### config.mk
export PLATFORM = sky130hd
export DESIGN_NAME = inst_fetch_unit
export DESIGN_NICKNAME = d
export VERILOG_FILES = /design/src/rtl/ifetch_pkg.sv /design/src/rtl/inst_fetch_unit_fifo.sv /design/src/rtl/inst_fetch_unit.sv
export SDC_FILE = /design/constraint.sdc
export NUM_CORES = 1
export LEC_CHECK = 0
export CAP_MARGIN = 20
export CORE_MARGIN = 2
export CORE_UTILIZATION = 55
export CTS_BUF_LIST = sky130_fd_sc_hd__clkbuf_16
export DETAILED_ROUTE_END_ITERATION = 7
export DONT_BUFFER_PORTS = 1
export PLACE_DENSITY = 0.7
export SYNTH_ARGS = -nofsm -noshare
export SYNTH_HDL_FRONTEND = slang
export SYNTH_SLANG_ARGS = --single-unit
### constraint.sdc
create_clock -name clk -period 5.2 [get_ports clk]
set_clock_uncertainty 0.15 [all_clocks]
set_input_delay 0.26 -clock clk [delete_from_list [all_inputs] [get_ports clk]]
set_output_delay 0.26 -clock clk [all_outputs]
set_load 0.005 [all_outputs]
### src/rtl/ifetch_pkg.sv
// Shared constants and types for the instruction-fetch front end.
package ifetch_pkg;

  localparam int          INSTR_BYTES      = 4;
  localparam logic [31:0] DEFAULT_RESET_PC = 32'h0000_0000;

  // Layout of one buffered fetch at the default 32-bit widths.
  typedef struct packed {
    logic [31:0] pc;
    logic [31:0] data;
  } fetch_entry_t;

endpackage

### src/rtl/inst_fetch_unit_fifo.sv
// Small synchronous FIFO with flush and occupancy count.
// The head entry is read straight from registered storage, and reset clears
// the storage so the head reads as zero.
module sync_fifo #(
  parameter int WIDTH = 8,
  parameter int DEPTH = 2,
  parameter int CW    = $clog2(DEPTH + 1)
) (
  input  logic             clk,
  input  logic             rst,
  input  logic             flush,
  input  logic             push,
  input  logic [WIDTH-1:0] wdata,
  input  logic             pop,
  output logic [WIDTH-1:0] rdata,
  output logic [CW-1:0]    count,
  output logic             full,
  output logic             empty
);

  localparam int PW = (DEPTH > 1) ? $clog2(DEPTH) : 1;

  logic [WIDTH-1:0] mem [DEPTH];
  logic [PW-1:0]    rptr;
  logic [PW-1:0]    wptr;
  logic             do_push;
  logic             do_pop;

  function automatic logic [PW-1:0] ptr_inc(input logic [PW-1:0] p);
    return (p == PW'(DEPTH - 1)) ? '0 : p + 1'b1;
  endfunction

  assign empty   = (count == '0);
  assign full    = (count == CW'(DEPTH));
  assign do_pop  = pop && !empty;
  // A push into a full FIFO is fine when the head leaves in the same cycle.
  assign do_push = push && (!full || do_pop);
  assign rdata   = mem[rptr];

  // Pointer, count and storage update; flush has priority over push/pop.
  always_ff @(posedge clk) begin
    if (rst) begin
      rptr  <= '0;
      wptr  <= '0;
      count <= '0;
      for (int i = 0; i < DEPTH; i++) mem[i] <= '0;
    end else if (flush) begin
      rptr  <= '0;
      wptr  <= '0;
      count <= '0;
    end else begin
      if (do_push) begin
        mem[wptr] <= wdata;
        wptr      <= ptr_inc(wptr);
      end
      if (do_pop) rptr <= ptr_inc(rptr);
      count <= count + CW'(do_push) - CW'(do_pop);
    end
  end

endmodule

### src/rtl/inst_fetch_unit.sv
// Instruction-fetch front end: issues in-order word reads from fetch_pc,
// buffers returned words with their PCs, and hands them to decode.
// A redirect flushes the buffer and turns every outstanding response
// (including a request still waiting for grant) into a drop.
module inst_fetch_unit
  import ifetch_pkg::*;
#(
  parameter int              ADDR_W   = 32,
  parameter int              DATA_W   = 32,
  parameter int              DEPTH    = 2,
  parameter logic [ADDR_W-1:0] RESET_PC = ADDR_W'(DEFAULT_RESET_PC)
) (
  input  logic              clk,
  input  logic              rst,
  input  logic              redirect_valid,
  input  logic [ADDR_W-1:0] redirect_pc,
  output logic              mem_req,
  output logic [ADDR_W-1:0] mem_addr,
  input  logic              mem_gnt,
  input  logic              mem_rvalid,
  input  logic [DATA_W-1:0] mem_rdata,
  output logic              inst_valid,
  input  logic              inst_ready,
  output logic [ADDR_W-1:0] inst_pc,
  output logic [DATA_W-1:0] inst_data
);

  localparam int CW = $clog2(DEPTH + 1);
  localparam int SW = CW + 1;

  logic [ADDR_W-1:0]        fetch_pc;
  logic [ADDR_W-1:0]        stale_addr;
  logic                     pending;
  logic                     stale;
  logic [CW-1:0]            inflight;
  logic [CW-1:0]            inflight_next;
  logic [CW-1:0]            drop;
  logic                     grant;
  logic                     resp;
  logic                     credit;
  logic [SW-1:0]            occupancy;

  logic                     fifo_push;
  logic                     fifo_pop;
  logic [CW-1:0]            fifo_count;
  logic                     fifo_full;
  logic                     fifo_empty;
  logic [ADDR_W+DATA_W-1:0] fifo_rdata;

  logic [ADDR_W-1:0]        tag_pc;
  logic [CW-1:0]            tag_count;
  logic                     tag_full;
  logic                     tag_empty;

  // Every fetch either in flight or buffered holds one FIFO slot in reserve.
  assign occupancy = SW'(inflight) + SW'(fifo_count);
  assign credit    = occupancy < SW'(DEPTH);

  // A request once raised is held until granted, whatever happens meanwhile.
  assign mem_req  = !rst && (pending || credit);
  // A request left over from before a redirect keeps its original address.
  assign mem_addr = stale ? stale_addr : fetch_pc;

  assign grant         = mem_req && mem_gnt;
  assign resp          = mem_rvalid && (inflight != '0);
  assign inflight_next = inflight + CW'(grant) - CW'(resp);

  assign fifo_push = resp && (drop == '0);
  assign fifo_pop  = inst_valid && inst_ready;

  assign inst_valid         = !fifo_empty;
  assign {inst_pc, inst_data} = fifo_rdata;

  sync_fifo #(
    .WIDTH (ADDR_W + DATA_W),
    .DEPTH (DEPTH),
    .CW    (CW)
  ) u_inst_fifo (
    .clk   (clk),
    .rst   (rst),
    .flush (redirect_valid),
    .push  (fifo_push),
    .wdata ({tag_pc, mem_rdata}),
    .pop   (fifo_pop),
    .rdata (fifo_rdata),
    .count (fifo_count),
    .full  (fifo_full),
    .empty (fifo_empty)
  );

  // PC tags follow requests in grant order; dropped responses still consume theirs.
  sync_fifo #(
    .WIDTH (ADDR_W),
    .DEPTH (DEPTH),
    .CW    (CW)
  ) u_tag_fifo (
    .clk   (clk),
    .rst   (rst),
    .flush (1'b0),
    .push  (grant),
    .wdata (mem_addr),
    .pop   (resp),
    .rdata (tag_pc),
    .count (tag_count),
    .full  (tag_full),
    .empty (tag_empty)
  );

  // Fetch address, request hold and in-flight/drop bookkeeping.
  always_ff @(posedge clk) begin
    if (rst) begin
      fetch_pc   <= RESET_PC;
      stale_addr <= '0;
      pending    <= 1'b0;
      stale      <= 1'b0;
      inflight   <= '0;
      drop       <= '0;
    end else begin
      pending  <= mem_req && !mem_gnt;
      inflight <= inflight_next;
      if (redirect_valid) begin
        fetch_pc <= redirect_pc & ~ADDR_W'(INSTR_BYTES - 1);
        drop     <= inflight_next;
        if (mem_req && !mem_gnt) begin
          stale      <= 1'b1;
          stale_addr <= mem_addr;
        end else begin
          stale <= 1'b0;
        end
      end else begin
        if (grant && !stale) fetch_pc <= fetch_pc + ADDR_W'(INSTR_BYTES);
        if (grant) stale <= 1'b0;
        drop <= drop - CW'(resp && (drop != '0)) + CW'(grant && stale);
      end
    end
  end

  // Simulation-time protocol and bookkeeping checks.
  always_ff @(posedge clk) begin
    if (!rst) begin
      assert (!(mem_rvalid && (inflight == '0)))
        else $error("mem_rvalid with nothing in flight");
      assert (occupancy <= SW'(DEPTH))
        else $error("in-flight plus buffered fetches exceed DEPTH");
      assert (tag_count == inflight)
        else $error("PC tag queue out of step with in-flight count");
      assert (!(resp && tag_empty))
        else $error("response without a PC tag");
      assert (!(grant && tag_full && !resp))
        else $error("PC tag queue overflow");
      assert (!(fifo_push && fifo_full && !fifo_pop && !redirect_valid))
        else $error("instruction FIFO overflow");
    end
  end

endmodule

==> flow_summary_export.csv <==
group,metric,value,unit
synthesis,syn_nets,1101,
synthesis,ys_types,53,
global_route,grt_overflow_total,0,
timing,max_freq,276,MHz
clock_tree,htree_levels,1,
synthesis,yosys.area_share.adder,1.11,%
synthesis,yosysSeqAreaShare,61.1,%
die,fp.dieW,152,um
pwr,p_total,5170,uW
place,place_area,12200,um2
clock_tree,cts.clk_slew.worst_paths,0.06,ns
detailed_routing,final_antenna_net_count,0,
synthesis,synth_top_family_by_area,"simple AND/OR/NAND/NOR gates",
cells_and_area,fillers,1640,
cells_and_area,regArea,7330,um2
global_route,antenna_found_initial,0,
die,core-area,21600,um2
die,io_pins,168,
critical_path,critPathArrivalTime,3.70,ns
critical_path,cp-end-kind,"flop",
synthesis,synth-compound-area-share,5.89,%
global_route,grt_start_max_net_pins,72,
cells_and_area,final_area,13900,um2
timing,rsz0062_at_grt,"no",
timing,finalSetupTns,0,ns
timing,hold_violations,0,
clock_tree,cts_tree,"done",
detailed_routing,viasPerCell,5.66,
synthesis,netlist_area,12000,um2
detailed_routing,vias,7788,
cells_and_area,drive_gt1_share,12.2,%
global_route,grt_first_pass_wirelength,38600,um
timing,slew_headroom,26.9,%
clock_tree,cts_buffer_depth,3,
timing,fin_crit,3.62,ns
detailed_routing,drcViolationCount,0,
synthesis,synth_xor_area_share,1.24,%
timing,tightest_slew,1.10,ns
place,place_ws,1.59,ns
critical_path,startpoint_type,"flop",
critical_path,path_class,"reg2reg",
pwr,vdd_drop_max,0.229,mV
timing,drv_slew,0,
synthesis,synthArstFlopShare,0,%
cells_and_area,syn_to_final_growth,16.0,%
synthesis,synth-edff-count,192,
synthesis,netlist_instances,1021,
synthesis,ys_warn_count,0,
clock_tree,numCtsBuffers,28,
die,die-height,152,um
cells_and_area,multi_input_comb_area,4230,um2
synthesis,synth_seq_cells,270,
place,gp_congestion,0.903,
clock_tree,post_cts_buffers,0,
detailed_routing,avgRoutedWirePerCell,18.2,um
place,place_hpwl,15700,um
cells_and_area,final_common_cell,"nor2_1",
timing,setup_violations,0,
critical_path,required,5.28,ns
cells_and_area,fin_nets,1152,
critical_path,critPathMaxFanout,18,
synthesis,avgSynthCellArea,11.8,um2
clock_tree,cts_root_buf,"clkbuf_16",
clock_tree,clock_sinks,270,
detailed_routing,drt_iter0_drc,556,
detailed_routing,finalWirelength,25000,um
cells_and_area,layout_common_cells,"nor2_1, edfxtp_1, dfxtp_1",
clock_tree,clock_latency,0.53,ns
timing,hold_ws,0.0177,ns
global_route,grtUsageTotal,21.2,%
die,num_rows,54,
die,fp.dieArea,23000,um2
timing,finalWorstSetupSlack,1.58,ns
synthesis,muxShareOfSynthArea,11.3,%
pwr,leakagePower,0.00513,uW
global_route,grt_pass1_vias,7266,
run_status,status,"complete, no violations",
run,maxCapViolations,0,
die,start_util,55.5,%
place,portBuffers,0,
synthesis,synth_flop_cell,"edfxtp_1",
hold_path,hold_path.class,"in2reg",
pwr,powerDensity,371,nW/um2
synthesis,synthSimpleGateAreaFrac,15.6,%
timing,timing.final.crit_share,69.6,%
detailed_routing,drtPass1Iterations,6,
==> state kept, by name (all words and copies together) (netlist names), named ones only <==
name,count
fetch_pc,30
u_tag_fifo.mem,64
pending,1
drop,2
u_tag_fifo.count,2
stale_addr,32
u_tag_fifo.wptr,1
stale,1
u_inst_fifo.wptr,1
inflight,2
u_inst_fifo.count,2
u_tag_fifo.rptr,1
u_inst_fifo.mem,128
u_inst_fifo.rptr,1
==> Yosys cell counts (4+ instances only) <==
cell type / count / area [um2]
buf_1: 7 / 26.3
nand4_1: 12 / 75.1
and2_1: 66 / 413
a311oi_1: 8 / 70.1
nor4_1: 13 / 81.3
xnor2_1: 14 / 123
o21ai_0: 8 / 40.0
edfxtp_1: 192 / 5770
clkbuf_1: 57 / 214
a211oi_1: 39 / 293
a2111oi_0: 5 / 43.8
and4_1: 8 / 70.1
and3_1: 5 / 31.3
ha_1: 9 / 113
o211ai_1: 4 / 30.0
a21oi_1: 4 / 20.0
or3_1: 7 / 43.8
dfxtp_1: 78 / 1560
nor3b_1: 4 / 30.0
mux2_2: 64 / 721
nor2b_1: 6 / 37.5
nand2_1: 23 / 86.3
nand3_1: 14 / 70.1
inv_1: 50 / 188
nor2_1: 201 / 754
nor3_1: 13 / 65.1
mux2i_1: 64 / 641
a211o_1: 4 / 35.0
==> per-layer routing <==
| metal | vias to the layer above | global-route usage (%) | routed length [um] | part of all wire (%) |
|---|---|---|---|---|
| met5 | - | 0 | 0 | 0 |
| met4 | 0 | 6.16 | 581 | 2.3 |
| met3 | 45 | 4.25 | 1830 | 7.3 |
| met2 | 273 | 33.2 | 11600 | 46 |
| met1 | 3697 | 30.0 | 11100 | 44 |
| li1 | 3773 | - | - | - |
==> repair_timing <==
| action | CTS | global route |
|---|---|---|
| resized for setup | 0 | 0 |
| hold endpoints to repair | 142 | 0 |
| hold buffers | 71 | 0 |
==> stage by stage <==
stage,util (%),std cells
final,64.4,1375
after global routing,64.4,1374
after CTS,64.3,1373
after detailed placement,56.6,1250
after global placement,56.6,1250
after floorplan,-,1021
==> power breakdown <==
group | internal, uW | total, uW | switching (uW)
Combinational | 254 | 600 | 346
Clock | 1200 | 1980 | 783
Sequential | 2480 | 2590 | 105
Total | 3930 | 5170 | 1230
==> path summary, 6_finish.rpt <==
path | to | cells after the start | startpoint | slack [ns]
worst min register to register | stale_addr[1] | 1 | stale_addr[1] | 0.32
worst min-delay path | fetch_pc[31] | 4 | redirect_valid | 0.02
worst max-delay path | u_tag_fifo.mem[0][21] | 7 | inflight[1] | 1.58
worst max register to register | u_tag_fifo.mem[0][21] | 7 | inflight[1] | 1.58
==> area by class of cell <==
| class | instances | area share (%) |
|---|---|---|
| flip-flops and latches | 270 | 52.7 |
| multi-input cells | 633 | 30.4 |
| repair buffers | 88 | 6.36 |
| clock buffers | 29 | 5.21 |
| well taps | 280 | 2.52 |
| clock inverters | 23 | 1.45 |
| inverters | 51 | 1.38 |
| diodes | 1 | 0.0180 |
==> cell families (layout without fill, tap and decap cells) <==
group | Yosys count | after routing
compound gates | 92 | 92
xor+xnor | 17 | 17
fa+ha+maj | 10 | 10
buf+inv | 118 | 191
flops | 270 | 270
mux | 128 | 128
other cells | 0 | 1
simple gates | 386 | 386
==> worst max-delay path, stage by stage (launching register included) <==
cell       delay, ns
dfxtp_1         0.33
inv_1           0.08
fa_1            0.53
a21oi_1         0.29
a2111oi_0       0.96
nand2b_1        0.16
nand2_1         0.58
buf_12          0.24
Power figures use the tool's default switching activity.
